File: config.mk
export PLATFORM = sky130hd
export DESIGN_NAME = ripple_borrow_subtractor
export DESIGN_NICKNAME = d
export VERILOG_FILES = /design/src/rtl/ripple_borrow_subtractor.sv
export SDC_FILE = /design/constraint.sdc
export NUM_CORES = 1
export LEC_CHECK = 0
export ABC_AREA = 1
export CELL_PAD_IN_SITES_DETAIL_PLACEMENT = 1
export CELL_PAD_IN_SITES_GLOBAL_PLACEMENT = 1
export CORE_AREA = 2 2 41 43
export CTS_CLUSTER_SIZE = 10
export DETAILED_ROUTE_END_ITERATION = 12
export DIE_AREA = 0 0 43 45
export PLACE_DENSITY_LB_ADDON = 0.12
export SYNTH_ARGS = -nofsm -noshare
export SYNTH_HDL_FRONTEND = slang
export SYNTH_SLANG_ARGS = --single-unit
File: constraint.sdc
create_clock -name clk -period 1.7 [get_ports clk]
set_clock_uncertainty 0.1 [all_clocks]
set_input_delay 0.34 -clock clk [delete_from_list [all_inputs] [get_ports clk]]
set_output_delay 0.34 -clock clk [all_outputs]
set_load 0.01 [all_outputs]
File: src/rtl/ripple_borrow_subtractor.sv
// ripple_borrow_subtractor: registered ripple-borrow D = A - B - Bin (in: clk, rst_n, in_valid, A, B, Bin; out: D, Bout, Ovf, Zero, out_valid)
module ripple_borrow_subtractor #(
  parameter int WIDTH = 4
) (
  input  logic             clk,
  input  logic             rst_n,
  input  logic             in_valid,
  input  logic [WIDTH-1:0] A,
  input  logic [WIDTH-1:0] B,
  input  logic             Bin,
  output logic [WIDTH-1:0] D,
  output logic             Bout,
  output logic             Ovf,
  output logic             Zero,
  output logic             out_valid
);
  logic [WIDTH:0]   b;
  logic [WIDTH-1:0] d;
  assign b[0] = Bin;
  for (genvar i = 0; i < WIDTH; i++) begin : g_cell
    assign d[i]   = A[i] ^ B[i] ^ b[i];
    assign b[i+1] = (~A[i] & B[i]) | (~(A[i] ^ B[i]) & b[i]);
  end
  always_ff @(posedge clk or negedge rst_n)
    if (!rst_n) begin
      D         <= '0;
      Bout      <= 1'b0;
      Ovf       <= 1'b0;
      Zero      <= 1'b0;
      out_valid <= 1'b0;
    end else begin
      out_valid <= in_valid;
      if (in_valid) begin
        D    <= d;
        Bout <= b[WIDTH];
        Ovf  <= b[WIDTH] ^ b[WIDTH-1];
        Zero <= ~|d;
      end
    end
endmodule

======== Yosys cells after proc, flatten, opt, wreduce, memory -nomap -nowiden ========
Cells that the tools add are included.
word-level totals
  register bits after elaboration ......... 8
  input port bits ......................... 12
  word-level logic and storage cells ...... 36
operators by class
  bitwise gates (word level) .............. 29
  reductions and logical operators ........ 2
operators with widths
  cell                number
  1-bit XOR           9
  1-bit AND           8
  1-bit inverter      8
  1-bit OR            4
  4-bit OR reduction  1
  1-bit zero test     1

======== Longest topological paths before layout ========
  depth in word-level cells ............... 11
  mapped depth ............................ 10
  mapped depth without buffers ............ 10

======== Worst setup path before layout ========
Ideal clock, no wire load.
  path kind ............................... input to register
  start ................................... input port A[0]
  end ..................................... register Zero
  library setup time ...................... 0.065 ns
  arrival time ............................ 2.255 ns
  data required time ...................... 1.535 ns
  setup slack ............................. -0.720 ns
  stages on the path ...................... 9
  path buffers ............................ 0
  cell sequence ........................... inv_1 -> fa_1 -> fa_1 -> fa_1 -> inv_1 -> fa_1 -> nor2_1 -> nand2_1 -> nand2_1
between the ends
  longest elaborated chain between the ends .. 11
  elaborated cells between the ends (all ways) .. 16
  those cells by class .................... bitwise: 14; reduce/logical: 2
ends and longest elaborated chain
  element               RTL line  RTL
  start, declared       8         input logic [WIDTH-1:0] A,
  1-bit XOR             22        assign b[i+1] = (~A[i] & B[i]) | (~(A[i] ^ B[i]) & b[i]);
  1-bit inverter        22
  1-bit AND             22
  1-bit OR *            22
  1-bit AND *           22
  1-bit OR *            22
  1-bit AND *           22
  1-bit OR *            22
  1-bit XOR *           21        assign d[i] = A[i] ^ B[i] ^ b[i];
  net d[3]              18        logic [WIDTH-1:0] d;
  4-bit OR reduction *  37        Zero <= ~|d;
  1-bit zero test *     37
  end signal, assigned  37
  end, declared         14        output logic Zero,
The timed path passes the listed nets; every way through them passes the cells marked *.
A chain may end at the register's enable or synchronous reset.

======== Worst setup path after layout ========
  start ................................... input port Bin
  end ..................................... register Zero
between the ends
  longest elaborated chain between the ends .. 9
  elaborated cells between the ends (all ways) .. 12
  those cells by class .................... bitwise: 10; reduce/logical: 2
ends and longest elaborated chain
  element             RTL line  RTL
  start, declared     10        input logic Bin,
  1-bit AND           22
  1-bit OR            22
  1-bit AND           22
  1-bit OR            22
  1-bit AND           22
  1-bit OR            22
  1-bit XOR           21
  net d[3]            18
  4-bit OR reduction  37
  1-bit zero test     37
The timed path passes the listed nets, and every way through them passes these cells.

==> results <==
cell type report:
class,instances,area [µm²]
Multi-Input combinational cell,26,194
Clock buffer,3,22.5
Inverter,8,30.0
Fill cell,183,781
Timing Repair Buffer,23,224
Tap cell,16,20.0
Sequential cell,8,200
kinds of logic after synthesis:
logic type,count (synthesis),synth area share [%]
simple gates,19,18.1
buf+inv,8,7.48
flops,8,49.8
fa+ha+maj,4,19.9
compound gates,3,4.67
power groups by stage:
stage / Clock (mW) / Sequential (mW) / Combinational, mW
floorplan: 0 / 0.246 / 0.0596
global placement: 0 / 0.232 / 0.180
detailed placement: 0 / 0.234 / 0.186
CTS: 0.144 / 0.231 / 0.191
global route: 0.154 / 0.234 / 0.223
finish: 0.140 / 0.231 / 0.203
critical path, cell delays in order:
cell and delay (ps):
buf_6 90, fa_2 380, fa_2 360, fa_2 360, inv_2 80, fa_2 450, nor2_2 80, nand2_1 50
nand2_1 50
Yosys cell counts:
master,instances
nand2_1,15
dfrtp_1,8
inv_1,7
fa_1,4
nor2_1,3
o21ai_1,2
inv_2,1
nand3_1,1
o21ai_2,1
registers in the layout (all words and copies together) (netlist names):
name and cells:
Zero 1, Bout 1, out_valid 1, Ovf 1, D 4
per-layer routing:
metal  part of all wire, %  GRT usage [%]
met2                    54           20.0
met1                    38           13.2
met3                   6.5           1.20
met5                     0              0
met4                   1.3           5.45
worst paths after layout:
path                        from        end  cells past startpoint
hold / removal             rst_n  out_valid                      1
setup reg to reg            D[0]       D[0]                      2
max in group asynchronous  rst_n       Zero                      1
hold reg to reg              Ovf        Ovf                      2
setup / recovery             Bin       Zero                      9
min in group clk             Ovf        Ovf                      2
through the flow:
step	hold WS (ps)	instance area, µm²	std cells	power, mW	setup TNS, ps
final	276	691	84	0.573	-1700
after global routing	301	691	84	0.611	-1980
after CTS	284	658	83	0.567	-1730
after detailed placement	375	634	79	0.420	-5450
after global placement	365	634	79	0.412	-5170
after floorplan	-55.6	409	42	0.306	-2030
cells in the final DEF, fill, tap and decap left out, drive strengths merged:
| cell type | n |
|---|---|
| fa | 4 |
| o21ai | 3 |
| clkdlybuf4s50 | 15 |
| nand2 | 15 |
| dfrtp | 8 |
| inv | 8 |
| nor2 | 3 |
| dlygate4sd2 | 1 |
| nand3 | 1 |
| buf | 7 |
| clkbuf | 3 |
what timing repair did:
action | CTS | global route
hold endpoints to repair | 0 | 0
setup buffers | 1 | 1
gates resized for setup | 16 | 8
cloned | 0 | 0
setup endpoints to repair | 6 | 5
pin swaps | 6 | 6
==> results.sh <==
export IMPL_cts_root_buf="clkbuf_4"
export IMPL_critPathCaptureType="register"
export IMPL_coreArea_mm2=0.00147
export IMPL_hold_path_class="in -> async"
export IMPL_clk_path_buf_depth=2
export IMPL_outcome="finished, violations left"
export IMPL_path_clk_slew_ps=60
export IMPL_htree_levels=1
export IMPL_synthTopCellsByArea="dfrtp_1 (50%), fa_1 (20%), nand2_1 (14%), inv_1 (6.5%), nor2_1 (2.8%)"
export IMPL_powerDensity_mw_per_mm2=830
export IMPL_die_w_um=43
export IMPL_hold_violations=0
export IMPL_violations="negative setup slack"
export IMPL_power_frac_seq_pct=40.3
export IMPL_tightest_slew_ps=368
export IMPL_antenna_left=0
export IMPL_slew_limit_headroom_pct=75.4
export IMPL_p_sw_mw=0.157
export IMPL_cts_hold_buf=0
export IMPL_grt_ovfl_total=0
export IMPL_swShare_pct=27.5
export IMPL_cts_sinks=8
export IMPL_area_growth_pct=72.0
export IMPL_vias=355
export IMPL_r2r_slack_ps=970
export IMPL_synth_cell_types=9
export IMPL_first_pass_iters=2
export IMPL_crit_required_ps=1780
export IMPL_grtUsageTotal_pct=11.1
export IMPL_die_h_um=45
export IMPL_ys_seq_elements=8
export IMPL_maxCapViolations=0
export IMPL_max_freq_mhz=460
export IMPL_p_int_mw=0.416
export IMPL_setup_violations=5
export IMPL_antenna_found_initial=0
export IMPL_floorplan_io_pins=20
export IMPL_nets=86
export IMPL_pwr_share_clk_pct=24.4
export IMPL_diodes=0
export IMPL_grt_pass1_wl_um=1530
export IMPL_drv_slew=0
export IMPL_dp_slack_ps=-1140
export IMPL_cts_tree="built"
export IMPL_syn_num_nets=58
export IMPL_initial_utilization_pct=27.3
export IMPL_drt_wl_total_um=938
export IMPL_syn_area_um2=402
export IMPL_finalCritPeriodShare_pct=128
export IMPL_p_comb_share_pct=35.4
export IMPL_setup_ws_ps=-472
export IMPL_fin_crit_ps=2170
export IMPL_io_buffers=19
export IMPL_rsz0062_at_grt="yes"
export IMPL_die_area_mm2=0.00194
export IMPL_utilization_pct=46.9
export IMPL_postSynthCellCount=42
export IMPL_finalWeightedCongestion=0.653
export IMPL_grt_max_degree=10
export IMPL_cp_start_kind="input pin"
export IMPL_arrival_ps=2250
export IMPL_yosys_warnings=0
export IMPL_worstSetupPathType="in -> reg"
export IMPL_postSynthAreaPerCell_um2=9.56
export IMPL_wire_per_inst_um=11.2
export IMPL_final_layout_size_suffix_gt1_share_pct=35.3
export IMPL_hpwl_um=793
export IMPL_worst_path_max_fanout=2
export IMPL_drtIter0Drc=2
export IMPL_grt_pass1_vias=382
export IMPL_drc=0
export IMPL_rows=14
export IMPL_yosysTopAreaCellShare_pct=49.8
export IMPL_worstSkewPairLatency_ps=240
export IMPL_vdd_drop_max_mv=0.248
export IMPL_cts_buffers=3
export IMPL_ys_seq_area_share_pct=49.8
export IMPL_leakagePower_nw=0.331
export IMPL_vias_per_cell=4.23
export IMPL_synth_top_area_cell="dfrtp_1"
No activity file was read; power rests on OpenSTA's default activity.
==> variant 1, RTL diff (config.mk and constraints unchanged) <==
Make the reset (`rst_n`) synchronous in one clocked block.
--- a/src/rtl/ripple_borrow_subtractor.sv
+++ b/src/rtl/ripple_borrow_subtractor.sv
@@ -23,3 +23,3 @@
   end
-  always_ff @(posedge clk or negedge rst_n)
+  always_ff @(posedge clk)
     if (!rst_n) begin
Formal check against the unedited RTL: differs if rst_n is asserted again (counterexample within 4 cycles, from zero or initial values and one cycle with rst_n low); with rst_n held inactive, the same outputs for 10 cycles.
==> variant 1 against the unedited design <==
- the flow still finishes with violations (setup timing)
- design area fell by 4.2%
- non-clock buffer count did not move
- combinational power fell by 25%
- total power fell by 11%
- setup slack got worse by 55 ps
- die area did not move
- sequential power fell by 9.1%
- worst hold slack improved by 97 ps
- area after synthesis fell by 1.2%
- wire length fell by 6.9%
- sequential share of layout area fell by 4.8 points
- sequential cell count did not move
- critical path type unchanged
- largest power group unchanged
==> variant 1: results (changes against the unedited design) <==
metric	value	unit	change
warnings from Yosys	0		unchanged
Yosys cell types	12		was 9
max reg flops	4		unchanged
drt pass-1 iters	2		unchanged
Arr. time, crit path	2310	ps	was 2250 ps
Final HPWL DP	700	um	was 793 um
Peak VDD IR	0.000349	V	was 0.000248 V
TritonCTS Buffers	3		unchanged
antenna cells	0		unchanged
maximum fanout along the worst path	2		unchanged
met2 usage	0.173		was 0.200
clk_lat worst skew	250	ps	
Via Count	365		was 355
Worst Hold Class	flop to flop		was primary input to asynchronous set/reset pin
post-synth top area share	0.404		was 0.498
grt met3 use	0.0360		was 0.0120
first-pass GRT wire length	1390	um	was 1530 um
final setup margin	-527	ps	was -472 ps
metal2 WL	457	um	was 510 um
met1 wire length	353	um	was 354 um
minimum setup slack after placement	-1190	ps	was -1140 ps
register area share after synthesis	0.404		was 0.498
top cell family by delay on the critical path	adder cells		unchanged
Routed WL	873	um	was 938 um
leak pwr	0.315	nW	was 0.331 nW
top cells by count, synth	11 x inv_1, 8 x dfxtp_1, 6 x nor2_1, 5 x nand2_1		was 15 x nand2_1, 8 x dfrtp_1, 7 x inv_1, 4 x fa_1, 3 x nor2_1
Worst-path clk slew	60	ps	about the same
routed wl met3	62	um	was 61 um
ys async rst share	0		was 1.00
initial DRC count	2		unchanged
Critical-path top delay cell	fa_1		was fa_2
total grt overflow	0		unchanged
largest cells by area after synthesis	dfxtp_1 40%, fa_1 20%, inv_1 10%, nor2_1 5.7%, a21oi_1 5.0%		was dfrtp_1 50%, fa_1 20%, nand2_1 14%, inv_1 6.5%, nor2_1 2.8%
syn_nets	62		was 58
initial antenna violation count	0		unchanged
worst rel slew slack	0.727		was 0.754
GRT Total Usage	0.103		was 0.111
max layer used	met3		was met4
final setup violating endpoints	5		unchanged
Critical Path Max Stage Delay	420	ps	was 450 ps
final net count	89		was 86
largest net degree at the start of global routing	12		was 10
share of post-route cells with drive strength above 1	0.254		was 0.353
port bufs	19		unchanged
CTS root buf	clkbuf_4		unchanged
H-Tree Depth	1		unchanged
met1 usage	0.115		was 0.132
RePlAce Congestion	0.656		was 0.653
CTS Buffer Depth	2		unchanged
run status	complete, but fails checks		unchanged
most flop-heavy register	D		unchanged
violated checks	setup timing		unchanged
[variant 1: path summary, 6_finish.rpt]
path / startpoint / slack, ps / to / cells after the start
max: Bin / -530 / Zero / 9
min: Zero / 370 / Zero / 2
max reg2reg: Ovf / 960 / Ovf / 4
min reg2reg: Zero / 370 / Zero / 2
[variant 1: stage by stage]
step                      std cells  power (mW)  TNS [ps]  instance area, um^2  utilization
after floorplan                  46       0.281     -2190                  404            -
after global placement           83       0.357     -5230                  626        0.425
after detailed placement         83       0.359     -5340                  626        0.425
after CTS                        86       0.514     -1540                  642        0.436
after global routing             87       0.550     -1780                  662        0.450
final                            87       0.511     -1500                  662        0.450
[variant 1: power breakdown]
part | switching (mW) | internal [mW] | total (mW)
clock | 0.0679 | 0.0810 | 0.149
combinational | 0.0629 | 0.0896 | 0.152
sequential | 0.00692 | 0.203 | 0.210
[variant 1: cell families (layout without fill, tap and decap cells)]
kind of cell / count (synthesis) / count (layout) / synth area share
AO/OA/AOI/OAI: 9 / 9 / 0.123
XOR/XNOR: 1 / 1 / 0.0221
adder cells (fa/ha/maj): 4 / 4 / 0.202
buffers and inverters: 12 / 37 / 0.132
flip-flops: 8 / 8 / 0.404
AND/OR/NAND/NOR: 12 / 12 / 0.117
[variant 1: final cells by class]
cell class,instances,area [um^2]
clock buffer,3,22.5
fill,182,810
inverter,11,41.3
multi-input combinational,26,195
sequential,8,160
tap,16,20.0
timing repair buffer,23,223
[variant 1: what timing repair did]
item,in CTS,in global routing
pin swaps,6,2
setup endpoints to repair,6,5
hold buffers,0,0
gates resized for setup,17,3
buffers inserted,0,1
[variant 1: worst min-delay path, cell delays in order, from the launching register on]
cell     delay [ps]
dfxtp_1         310
nand2_1          60
a21oi_1          50
==> variant 2, RTL diff (config.mk and constraints unchanged) <==
Without the edit above. `WIDTH`: 4 -> 3.
--- a/src/rtl/ripple_borrow_subtractor.sv
+++ b/src/rtl/ripple_borrow_subtractor.sv
@@ -2,3 +2,3 @@
 module ripple_borrow_subtractor #(
-  parameter int WIDTH = 4
+  parameter int WIDTH = 3
 ) (
Ports: changed (resized A, B and D); port bits go from 20 to 17. No check against the original RTL was run, so the function may have changed too.
==> variant 2 against the unedited design <==
- the run still ends with setup timing left
- sequential cell count down 1
- setup slack better by 410 ps
- total power down 14%
- sequential power decreased by 13%
- area after synthesis shrank 17%
- wire length is 20% lower
- design area shrank 21%
==> variant 2: results (changes against the unedited design) <==
metric	value	unit	change
run status	complete, but fails checks		unchanged
violated checks	setup timing		unchanged
Setup crit start	A[0]		was Bin
initial DRC count	0		was 2
first-pass GRT wire length	1270	um	was 1530 um
Post-CTS Setup Bufs	0		was 1
Peak VDD IR	0.000247	V	was 0.000248 V
worst rel slew slack	0.778		was 0.754
Via density	4.24		was 4.23
drt pass-1 iters	1		was 2
register area share after synthesis	0.526		was 0.498
vias in the first global route	318		was 382
port bufs	16		was 19
minimum setup slack after placement	-731	ps	was -1140 ps
largest cells by area after synthesis	dfrtp_1 53%, fa_1 18%, nand2_1 12%, inv_1 5.6%, o21ai_1 4.5%		was dfrtp_1 50%, fa_1 20%, nand2_1 14%, inv_1 6.5%, nor2_1 2.8%
total negative slack	-106	ps	was -1700 ps
Final HPWL DP	628	um	was 793 um
Synth Area in Adders	0.180		was 0.199
crit path capture	D[2]		was Zero
syn_nets	46		was 58
# fillers	180		was 183
Worst-path clk slew	50	ps	
Routed WL	753	um	was 938 um
DP Cell Count	66		was 79
post-synthesis compound-gate area fraction	0.0714		was 0.0467
final net count	68		was 86
Placement Cell Area	526	um^2	was 634 um^2
Post-Syn Area	333	um^2	was 402 um^2
syn_area_per_cell	10.1	um^2	was 9.56 um^2
final setup violating endpoints	2		was 5
max reg flops	3		was 4
share of post-route cells with drive strength above 1	0.278		was 0.353
Seq. cell area	175	um^2	was 200 um^2
final setup margin	-64.0	ps	was -472 ps
Yosys cell types	8		was 9
leak pwr	0.254	nW	was 0.331 nW
## variant 2: cell count changes in the layout (fill, tap and decap cells not counted), moves of 2 or more
| cell | change |
|---|---|
| nand2_2 | -2 |
| clkdlybuf4s50_1 | -3 |
| nand2_1 | -2 |
| buf_6 | -3 |
| nor2_1 | -2 |
| nand3_1 | +2 |
## variant 2: final cells by class
class / count / area share
flip-flops and latches: 7 / 0.322
repair buffers: 17 / 0.290
multi-input cells: 20 / 0.262
clock buffers: 4 / 0.0483
inverters: 6 / 0.0414
well taps: 16 / 0.0368
## variant 2: cells by family after synthesis
| group | count (synthesis) |
|---|---|
| DFF | 7 |
| AOI/OAI and AO/OA | 4 |
| adders and majority gates | 3 |
| and+or+nand+nor | 13 |
| buffers and inverters | 6 |
## variant 2: worst min-delay path by stage
stage               start         to  slack, ps  cells after the start
floorplan           rst_n       Bout        -60                      0
global placement     D[2]       D[2]        360                      2
CTS                 rst_n  out_valid        250                      1
detailed placement   D[2]       D[2]        370                      2
finish              rst_n  out_valid        250                      1
global route        rst_n       D[1]        260                      1
## variant 2: report_power, final
group	internal (mW)	switching, mW	total (mW)
clock	0.0897	0.0629	0.153
combinational	0.0808	0.0600	0.141
sequential	0.190	0.0113	0.201
total	0.360	0.134	0.494
## variant 2: repair_timing
action / CTS / global route
resized for setup: 15 / 1
pin swaps: 5 / 0
setup endpoints to repair: 5 / 4
endpoints found under the hold margin: 0 / 0
## variant 2: routing by layer
layer	GRT usage	routed length, um	up-vias
met4	0.145	53	0
met3	0.0240	42	5
li1	-	-	142
met1	0.0833	281	135
met2	0.170	376	15
met5	0	0	-
## variant 2: critical path: cells and delay by family
| kind | cells | cell delay [ps] |
|---|---|---|
| adders and majority gates | 3 | 1170 |
| buffers and inverters | 3 | 170 |
| and+or+nand+nor | 2 | 130 |
